[src/rtl/avalon_pio_out_hs.sv]
// Avalon-MM output PIO with a valid/ack handshake toward the consumer, sticky overrun/done flags and a level irq.
// Optional: define PIO_SETCLR_EN to add OUTSET (offset 2) and OUTCLEAR (offset 3) data-register updates.
module avalon_pio_out_hs #(
    parameter int DATA_WIDTH  = 9,
    parameter int RESET_VALUE = 0
) (
    input  logic                  clk,
    input  logic                  reset,
    input  logic [2:0]            address,
    input  logic                  chipselect,
    input  logic                  write_n,
    input  logic [31:0]           writedata,
    output logic [31:0]           readdata,
    output logic [DATA_WIDTH-1:0] out_port,
    output logic                  out_valid,
    input  logic                  out_ack,
    output logic                  irq
);

    localparam logic [DATA_WIDTH-1:0] RST_DATA = DATA_WIDTH'(RESET_VALUE);

    logic [DATA_WIDTH-1:0] data_reg;
    logic [DATA_WIDTH-1:0] next_data;
    logic                  pending;
    logic                  overrun;
    logic                  done;
    logic                  irq_en;

    logic wr_en;
    logic data_sel;
    logic data_wr;
    logic status_wr;
    logic handshake;
    logic load;
    logic drop;
    logic unused_wd;

    assign wr_en     = chipselect & ~write_n;
    assign status_wr = wr_en & (address == 3'd1);
    assign handshake = pending & out_ack;
    assign data_wr   = wr_en & data_sel;
    // A completing handshake frees the slot in the same cycle, so the write is taken.
    assign load      = data_wr & (~pending | out_ack);
    assign drop      = data_wr & pending & ~out_ack;
    assign unused_wd = ^writedata;

    always_comb begin
        next_data = writedata[DATA_WIDTH-1:0];
        data_sel  = (address == 3'd0);
`ifdef PIO_SETCLR_EN
        case (address)
            3'd2: begin
                data_sel  = 1'b1;
                next_data = data_reg | writedata[DATA_WIDTH-1:0];
            end
            3'd3: begin
                data_sel  = 1'b1;
                next_data = data_reg & ~writedata[DATA_WIDTH-1:0];
            end
            default: ;
        endcase
`endif
    end

    always_ff @(posedge clk or posedge reset) begin
        if (reset) begin
            data_reg <= RST_DATA;
        end else if (load) begin
            data_reg <= next_data;
        end
    end

    always_ff @(posedge clk or posedge reset) begin
        if (reset) begin
            pending <= 1'b0;
        end else if (load) begin
            pending <= 1'b1;
        end else if (handshake) begin
            pending <= 1'b0;
        end
    end

    // Flag set events take priority over software clears in the same cycle.
    always_ff @(posedge clk or posedge reset) begin
        if (reset) begin
            overrun <= 1'b0;
            done    <= 1'b0;
            irq_en  <= 1'b0;
        end else begin
            if (drop) begin
                overrun <= 1'b1;
            end else if (status_wr && writedata[1]) begin
                overrun <= 1'b0;
            end
            if (handshake) begin
                done <= 1'b1;
            end else if (status_wr && writedata[2]) begin
                done <= 1'b0;
            end
            if (status_wr) begin
                irq_en <= writedata[3];
            end
        end
    end

    always_comb begin
        readdata = '0;
        case (address)
            3'd0: readdata[DATA_WIDTH-1:0] = data_reg;
            3'd1: readdata[3:0] = {irq_en, done, overrun, pending};
`ifdef PIO_SETCLR_EN
            3'd2: readdata[DATA_WIDTH-1:0] = data_reg;
            3'd3: readdata[DATA_WIDTH-1:0] = data_reg;
`endif
            default: ;
        endcase
    end

    assign out_port  = data_reg;
    assign out_valid = pending;
    assign irq       = done & irq_en;

endmodule

[config.mk]
export PLATFORM = sky130hd
export DESIGN_NAME = avalon_pio_out_hs
export DESIGN_NICKNAME = d
export VERILOG_FILES = /design/src/rtl/avalon_pio_out_hs.sv
export SDC_FILE = /design/constraint.sdc
export NUM_CORES = 1
export LEC_CHECK = 0
export ABC_AREA = 1
export BUFFER_PORTS_ARGS = -buffer_cell sky130_fd_sc_hd__buf_4
export CORE_MARGIN = 3
export CORE_UTILIZATION = 39
export CTS_CLUSTER_DIAMETER = 100
export DETAILED_ROUTE_END_ITERATION = 8
export PLACE_DENSITY = 0.84
export SYNTH_ARGS = -nofsm -noshare
export SYNTH_HDL_FRONTEND = slang
export SYNTH_SLANG_ARGS = --single-unit
[constraint.sdc]
create_clock -name clk -period 2.5 [get_ports clk]
set_input_delay 0.5 -clock clk [delete_from_list [all_inputs] [get_ports clk]]
set_output_delay 0.5 -clock clk [all_outputs]
set_load 0.05 [all_outputs]
======== Word-level counts from Yosys, hierarchy flattened ========
Cells that the tools add are included.
operators by class
  eq/ne operators ......................... 1
  bitwise operators ....................... 12
  muxes and demuxes ....................... 8
  reductions and logical operators ........ 6
operators by type and width
  cell                  count
  $and A1 B1 Y1         8
  $pmux W4 S2           1
  $mux W1               6
  $reduce_bool A2 Y1    3
  $mux W5               1
  $eq A3 B1 Y1 const B  1
  $logic_not A3 Y1      1
  $not A1 Y1            3
  $logic_and A1 B1 Y1   2
  $or A1 B1 Y1          1
word-level totals
  register bits ........................... 13

======== Longest topological paths before layout ========
Gate-level depths: netlist of the first run.
  depth after elaboration ................. 6
  gate-level depth with buffers ........... 5

======== Least setup slack after synthesis of the first run ========
Ideal clock, no wire load.
  path kind ............................... input to output
  start point ............................. in address[0]
  end point ............................... out readdata[4]
  data required time ...................... 2000 ps
  path buffers ............................ 0
  setup slack ............................. 502 ps
  stages .................................. 3
  data arrival time ....................... 1498 ps
  path through ............................ inv_1 > nand2_4 > nor2_1
between the ends
  longest elaborated chain between the ends .. 2
ends and longest elaborated chain
  what              line  text
  from (decl)       9     input logic [2:0] address,
  $logic_not A3 Y1  108   case (address)
  $mux W5           108
  to (decl)         13    output logic [31:0] readdata,
Every way passes these cells.

======== Final worst setup path of the first run ========
  start point ............................. in address[0]
  end point ............................... out readdata[1]
between the ends
  longest elaborated chain between the ends .. 2
  elaborated cells between the ends (all ways) .. 3
  classes of those cells .................. eq/ne: 1; mux: 1; reduce/logical: 1
ends and longest elaborated chain
  what                                              line
  $eq A3 B1 Y1 or $logic_not A3 Y1 (tied branches)  108
  $pmux W4 S2 *                                     108
Every way passes the cells marked *; elsewhere a longest branch is shown, timed or not.

==> results by group, run 1 <==
Pwr
  – Combinational group share of total power: 48.1%
  – P per Cell Area: 710 mW/mm2
  – Clock power share: 16.4%
  – P_int: approximately 0.40 mW
  – Seq pwr share: between 30% and 40%
  – NetSw: around 0.39 mW
  – LEAKAGE: roughly 0.7 nW
  – Max VDD drop: about 0.48 mV
  – Switching share of power: 49.2%

Timing
  – Fmax: ~530 MHz
  – Total negative slack: 0 ps
  – Tmin final: between 1500 and 2000 ps
  – RSZ-0062 raised after global routing: false
  – Setup violators final: 0
  – Fin crit share: approximately 75%
  – Max Slew Vio Count: 0
  – Worst Clk Skew: ~12 ps
  – Final Hold Viols: 0

Synth
  – Syn Area/Cell: approximately 7.6 um2
  – Post-synthesis cell count: around 120
  – Mapped cell area: roughly 870 um2
  – Netlist cell types: 15
  – Register area share after synthesis: a little under two fifths
  – FF+latch count, synth: 13
  – Syn. warnings: 0

Finish
  – Area Overhead vs Synth: 27.0%
  – Share of layout cells above drive strength 1: between 30 and 40%
  – Fin nets: roughly 190
  – Diodes inserted: 0
  – Fill cells: 200
  – Layout Cells excl Fill: 180
  – Post-route cell area: ~0.0011 mm2

Place
  – PortBufs: 36
  – Area after DPL: about 0.0011 mm2
  – Final GP Congestion: about 0.76
  – DP HPWL: 1490 um
  – Inst Count DP: between 150 and 200

Detailed routing
  – Met3 wire len: ~200 um
  – TritonRoute pass-1 iters: 4
  – M1 wire length: between 700 and 800 um
  – Number of remaining DRC errors: 0
  – Detail-routed via count per cell: around 4.4
  – Vias: 785
  – ANT nets after route: 0
  – Met2 routed WL: ~860 um
  – Top routing layer used: met4
  – DRT Wirelength: between 1500 and 2000 um
  – Wire per inst: between 10 and 15 um
  – Initial DRC Count: 16

Clock network
  – Root buffer cell: clkbuf_4
  – CTS H-Tree Depth: 1
  – CTS Hold Buffers Added: 0
  – CTS sink cnt: 13
  – CTS tree: yes
  – Clk slew on worst S/H paths: 90 ps
  – Setup Buffers After CTS: 0
  – Post_cts resized: 0
  – CTS Buffer Depth: 2
  – Total CTS buffers: 3
  – Clock Latency Late Sink: 280 ps

Floorplanning
  – Chip Width: between 50 and 60 um
  – Row count: 16
  – Core area: between 0.002 and 0.0025 mm2
  – Die ar.: ~0.0028 mm2
  – Ports: just over 80
  – Initial core utilization: a little over two fifths
  – Die Height: about 53 um

Critical path
  – CP max stage delay: around 260 ps
  – Type of origin of the critical path: input pin
  – Reg2reg setup slack: around 1100 ps
  – Crit-path cells: buf_4 > inv_1 > nor3_4 > nand2_1 > nand2_1 > buf_4
  – CP Class: in2out
  – Reg2reg path depth: 4
  – Crit path DAT: about 1400 ps
  – Worst flop-to-flop path startpoint: out_valid
  – Buf/Inv on CP: 3
  – Reg-to-reg critical path endpoint: out_port[8]
  – Crit path required time: around 2000 ps
  – Critical path's slowest cell: nor3_4
  – Endpoint class of the critical path: primary output
  – Family with the most delay on the worst path: buffers and inverters
  – CP max FO: 7

Flow run
  – # Max-Cap Violations: 0

GRT
  – First-pass GRT wire length: ~2800 um
  – Initial antenna violation count: 0
  – Vias in the first global route: 667
  – GR Overflow Total: 0
  – GRT Util Overall: 13.7%
  – Largest net degree at the start of global routing: 14

Hold path
  – Min-Delay Path Class: in2async

Outcome
  – Status: finished clean
[routing by layer]
layer | track usage (%) | up-vias
li1 | - | 388
met1 | 16.9 | 352
met2 | 22.7 | 43
met3 | 2.54 | 2
met4 | 6.38 | 0
met5 | 0 | -
[synth_stat cells, drive strengths merged]
library cell | number | area (um2)
conb | 1 | 3.75
nand3 | 15 | 75.1
buf | 24 | 178
nand4 | 3 | 25.0
nor2 | 8 | 56.3
nor3 | 1 | 16.3
inv | 11 | 41.3
nand2 | 39 | 154
dfrtp | 13 | 325
[worst max path at each step]
stage               cells after the start  slack, ps     endpoint       start
floorplan                               3        500  readdata[4]  address[0]
global placement                        6        650  readdata[0]  address[0]
detailed placement                      6        620  readdata[1]  address[0]
CTS                                     6        610  readdata[1]  address[0]
global route                            6        510  readdata[1]  address[0]
finish                                  6        630  readdata[1]  address[0]
[logic make-up (layout without fill, tap and decap cells)]
group                  Yosys count  count (layout)  synth area share [%]
flip-flops                      13              13                  37.2
AND/OR/NAND/NOR                 66              66                  37.3
buffers and inverters           35              51                  25.0
other                            1              23                 0.429
[worst reg2reg max path, stage by stage (launching register included)]
cell	delay [ps]
dfrtp_1	440
nand2_1	310
nand4_2	340
nand2_1	150
nand2_1	60
[area by class of cell]
| cell class | count | area (um2) | area share (%) |
|---|---|---|---|
| clock inverter | 1 | 5.00 | 0.450 |
| tap | 27 | 33.8 | 3.04 |
| multi-input combinational | 89 | 413 | 37.2 |
| timing repair buffer | 36 | 270 | 24.3 |
| inverter | 11 | 41.3 | 3.72 |
| clock buffer | 3 | 22.5 | 2.03 |
| sequential | 13 | 325 | 29.3 |
[power groups by stage]
stage               logic, mW  clock network [mW]  registers (mW)
floorplan               0.200                   0           0.388
global placement        0.377                   0           0.284
global route            0.402               0.146           0.288
CTS                     0.382               0.134           0.281
finish                  0.379               0.129           0.280
detailed placement      0.382                   0           0.285
[layout by cell type, fill, tap and decap left out]
master / synthesis / routed
buf_4: 23 / 36
clkbuf_4: 0 / 3
clkinv_2: 0 / 1
conb_1: 1 / 23
dfrtp_1: 13 / 13
inv_1: 11 / 11
nand2_1: 38 / 38
nand2_4: 1 / 1
nand3_1: 15 / 15
nand4_1: 2 / 2
nand4_2: 1 / 1
nor2_1: 5 / 5
nor2_2: 1 / 1
nor2_4: 1 / 1
nor2_8: 1 / 1
nor3_4: 1 / 1
[through the flow]
| step | power [mW] | hold WS [ps] | util, % | setup WS, ps |
|---|---|---|---|---|
| 6_report | 0.789 | 234 | 54.4 | 630 |
| 5_1_grt | 0.835 | 268 | 54.4 | 513 |
| 4_1_cts | 0.798 | 254 | 54.4 | 613 |
| 3_5_place_dp | 0.667 | 467 | 53.1 | 619 |
| 3_3_place_gp | 0.661 | 464 | 53.1 | 652 |
| 2_1_floorplan | 0.588 | 377 | - | 502 |
[flip-flops by register name (all words and copies together) (netlist names)]
register,flops
out_port,9
done,1
irq_en,1
out_valid,1
overrun,1
Note: power is estimated with default switching activity, not from simulation.
==> run 2, diff against run 1 <==
Settings changed: CORE_ASPECT_RATIO from default to 0.5, CORE_UTILIZATION 39 to 32, PLACE_DENSITY 0.84 to 0.74.
Clock period 2.5 ns to 1.6 ns, I/O delays scaled along.
==> run 2 against run 1 <==
Die area increased by 21%. Global-route usage decreased by 1.3 points. Cell count increased by 5.0%. Core utilization fell by 6.2 points. Critical path type unchanged. Largest power group unchanged.
==> results by group, run 2 (synthesis results as in run 1) <==
Pwr
  – Clock power share: 21.6% (was 16.4%)
  – Seq pwr share: 33.1% (was 35.6%)
  – NetSw: 0.618 mW (was 0.388 mW)
  – Combinational group share of total power: 45.3% (was 48.1%)
  – Switching share of power: 46.5% (was 49.2%)
  – Max VDD drop: 0.344 mV (was 0.480 mV)
  – P per Cell Area: 1150 mW/mm2 (was 710 mW/mm2)
  – P_int: 0.712 mW (was 0.401 mW)
  – LEAKAGE: 0.697 nW (was 0.689 nW)

Timing
  – Final Hold Viols: 0 (unchanged)
  – Total negative slack: 0 ps (unchanged)
  – Tmin final: between 1500 and 2000 ps
  – Setup violators final: 0 (unchanged)
  – Max Slew Vio Count: 0 (unchanged)
  – Worst Clk Skew: 1.07 ps (was 12.2 ps)
  – Slew headroom: 66.2%
  – Fin crit share: between 90 and 100%
  – Worst-margin pin slew: between 500 and 600 ps
  – RSZ-0062 raised after global routing: false (unchanged)
  – Fmax: 649 MHz

Detailed routing
  – Number of remaining DRC errors: 0 (unchanged)
  – Wire per inst: 10.9 um (was 10.1 um)
  – Initial DRC Count: 28 (was 16)
  – DRT Wirelength: 2050 um (was 1810 um)
  – TritonRoute pass-1 iters: 4 (unchanged)
  – ANT nets after route: 0 (unchanged)
  – Detail-routed via count per cell: 4.21 (was 4.36)
  – Vias: 796 (was 785)

Critical path
  – Reg-to-reg critical path endpoint: out_port[6] (was out_port[8])
  – Type of origin of the critical path: input pin (unchanged)
  – Worst flop-to-flop path startpoint: out_valid (unchanged)
  – CP max FO: 7 (unchanged)
  – Endpoint class of the critical path: primary output (unchanged)
  – CP Class: in2out (unchanged)
  – Crit path DAT: 1220 ps (was 1370 ps)
  – Reg2reg path depth: 4 (unchanged)
  – Reg2reg setup slack: 500 ps (was 1090 ps)
  – Crit path required time: 1280 ps (was 2000 ps)

Finish
  – Most common cell after layout, fill and taps aside: nand2_1 (unchanged)
  – Fill cells: 231 (was 200)
  – Fin nets: 195 (was 194)
  – Share of layout cells above drive strength 1: 33.1% (was 30.1%)
  – Max reg flops: 9 (unchanged)
  – Most frequent cells in the layout: nand2_1 (38), buf_4 (37), conb_1 (23) (was nand2_1 (38), buf_4 (36), conb_1 (23))
  – Diodes inserted: 0 (unchanged)
  – Area Overhead vs Synth: 32.5% (was 27.0%)
  – Final core utilization: 48.2% (was 54.4%)

Clock network
  – Root buffer cell: clkbuf_8 (was clkbuf_4)
  – Setup Buffers After CTS: 0 (unchanged)
  – CTS Hold Buffers Added: 0 (unchanged)
  – Clk slew on worst S/H paths: 50 ps (was 90 ps)
  – CTS sink cnt: 13 (unchanged)
  – CTS Buffer Depth: 2 (unchanged)
  – Clock Latency Late Sink: 240 ps (was 280 ps)
  – CTS H-Tree Depth: 1 (unchanged)
  – CTS tree: yes (unchanged)
  – Post_cts resized: 0 (unchanged)
  – Total CTS buffers: 3 (unchanged)

Floorplanning
  – Chip Width: 79.9 um (was 53.4 um)
  – Initial core utilization: 36.4% (was 42.8%)
  – Die Height: 43.0 um (was 53.4 um)
  – Ports: 83 (unchanged)
  – Die ar.: 0.00343 mm2 (was 0.00285 mm2)
  – Row count: 12 (was 16)
  – Core area: 0.00240 mm2 (was 0.00204 mm2)

GRT
  – Vias in the first global route: 702 (was 667)
  – GR Overflow Total: 0 (unchanged)
  – First-pass GRT wire length: 3280 um (was 2850 um)
  – GRT Util Overall: 12.4% (was 13.7%)
  – Initial antenna violation count: 0 (unchanged)
  – Largest net degree at the start of global routing: 14 (unchanged)

Flow run
  – # Max-Cap Violations: 0 (unchanged)

Place
  – Final GP Congestion: 0.799 (was 0.765)
  – PortBufs: 36 (unchanged)
  – DP HPWL: 1660 um (was 1490 um)

Outcome
  – Status: finished clean (unchanged)

Hold path
  – Min-Delay Path Class: in2async (unchanged)
==> run 2: changes by cell type in the layout (fill, tap and decap cells not counted) <==
| cell | delta |
|---|---|
| buf_4 | +1 |
| clkbuf_8 | +3 |
| clkinv_2 | -1 |
| clkbuf_1 | +1 |
| clkbuf_4 | -3 |
| nor2_1 | -5 |
| nor2_2 | +5 |
==> run 2: through the flow <==
stage | total power, mW | hold WS [ps] | area [um2] | worst slack, ps | instances
6_report | 1.33 | 110 | 1160 | 59.4 | 189
5_1_grt | 1.40 | 128 | 1160 | 4.93 | 189
4_1_cts | 1.34 | 121 | 1160 | 69.7 | 189
3_5_place_dp | 1.05 | 381 | 1110 | 72.3 | 185
3_3_place_gp | 1.04 | 371 | 1110 | 91.3 | 185
2_1_floorplan | 0.925 | 197 | 970 | 104 | 137
==> run 2: power groups by stage <==
| stage | combinational, mW | clock (mW) | sequential [mW] |
|---|---|---|---|
| floorplan | 0.319 | 0 | 0.606 |
| global placement | 0.599 | 0 | 0.445 |
| detailed placement | 0.606 | 0 | 0.446 |
| CTS | 0.607 | 0.297 | 0.441 |
| global route | 0.640 | 0.309 | 0.451 |
| finish | 0.603 | 0.288 | 0.440 |
==> run 2: layout make-up <==
class	count	area (um2)	area share, %
clock buffers	4	45.0	3.89
inverters	11	41.3	3.56
multi-input cells	89	425	36.7
flip-flops and latches	13	325	28.1
well taps	35	43.8	3.78
repair buffers	37	278	24.0
==> run 2: worst max path at each step <==
stage | cells after the start | to | from | slack, ps
2_1_floorplan | 2 | readdata[4] | out_port[4] | 100
3_3_place_gp | 6 | readdata[2] | address[0] | 90
3_5_place_dp | 5 | readdata[5] | address[0] | 70
4_1_cts | 5 | readdata[5] | address[0] | 70
5_1_grt | 6 | readdata[3] | address[0] | 5
6_report | 5 | readdata[7] | address[0] | 60
==> run 2: critical path, stage by stage <==
cell	delay [ps]
buf_4	120
inv_1	290
nand2_4	170
nor2_2	110
buf_4	200
==> run 2: routing by layer <==
layer,GRT usage (%),vias up,part of all wire (%)
met5,0,-,0
met4,7.07,0,2.0
met3,2.33,4,7.4
met2,22.7,36,53
met1,13.4,369,37
li1,-,387,-
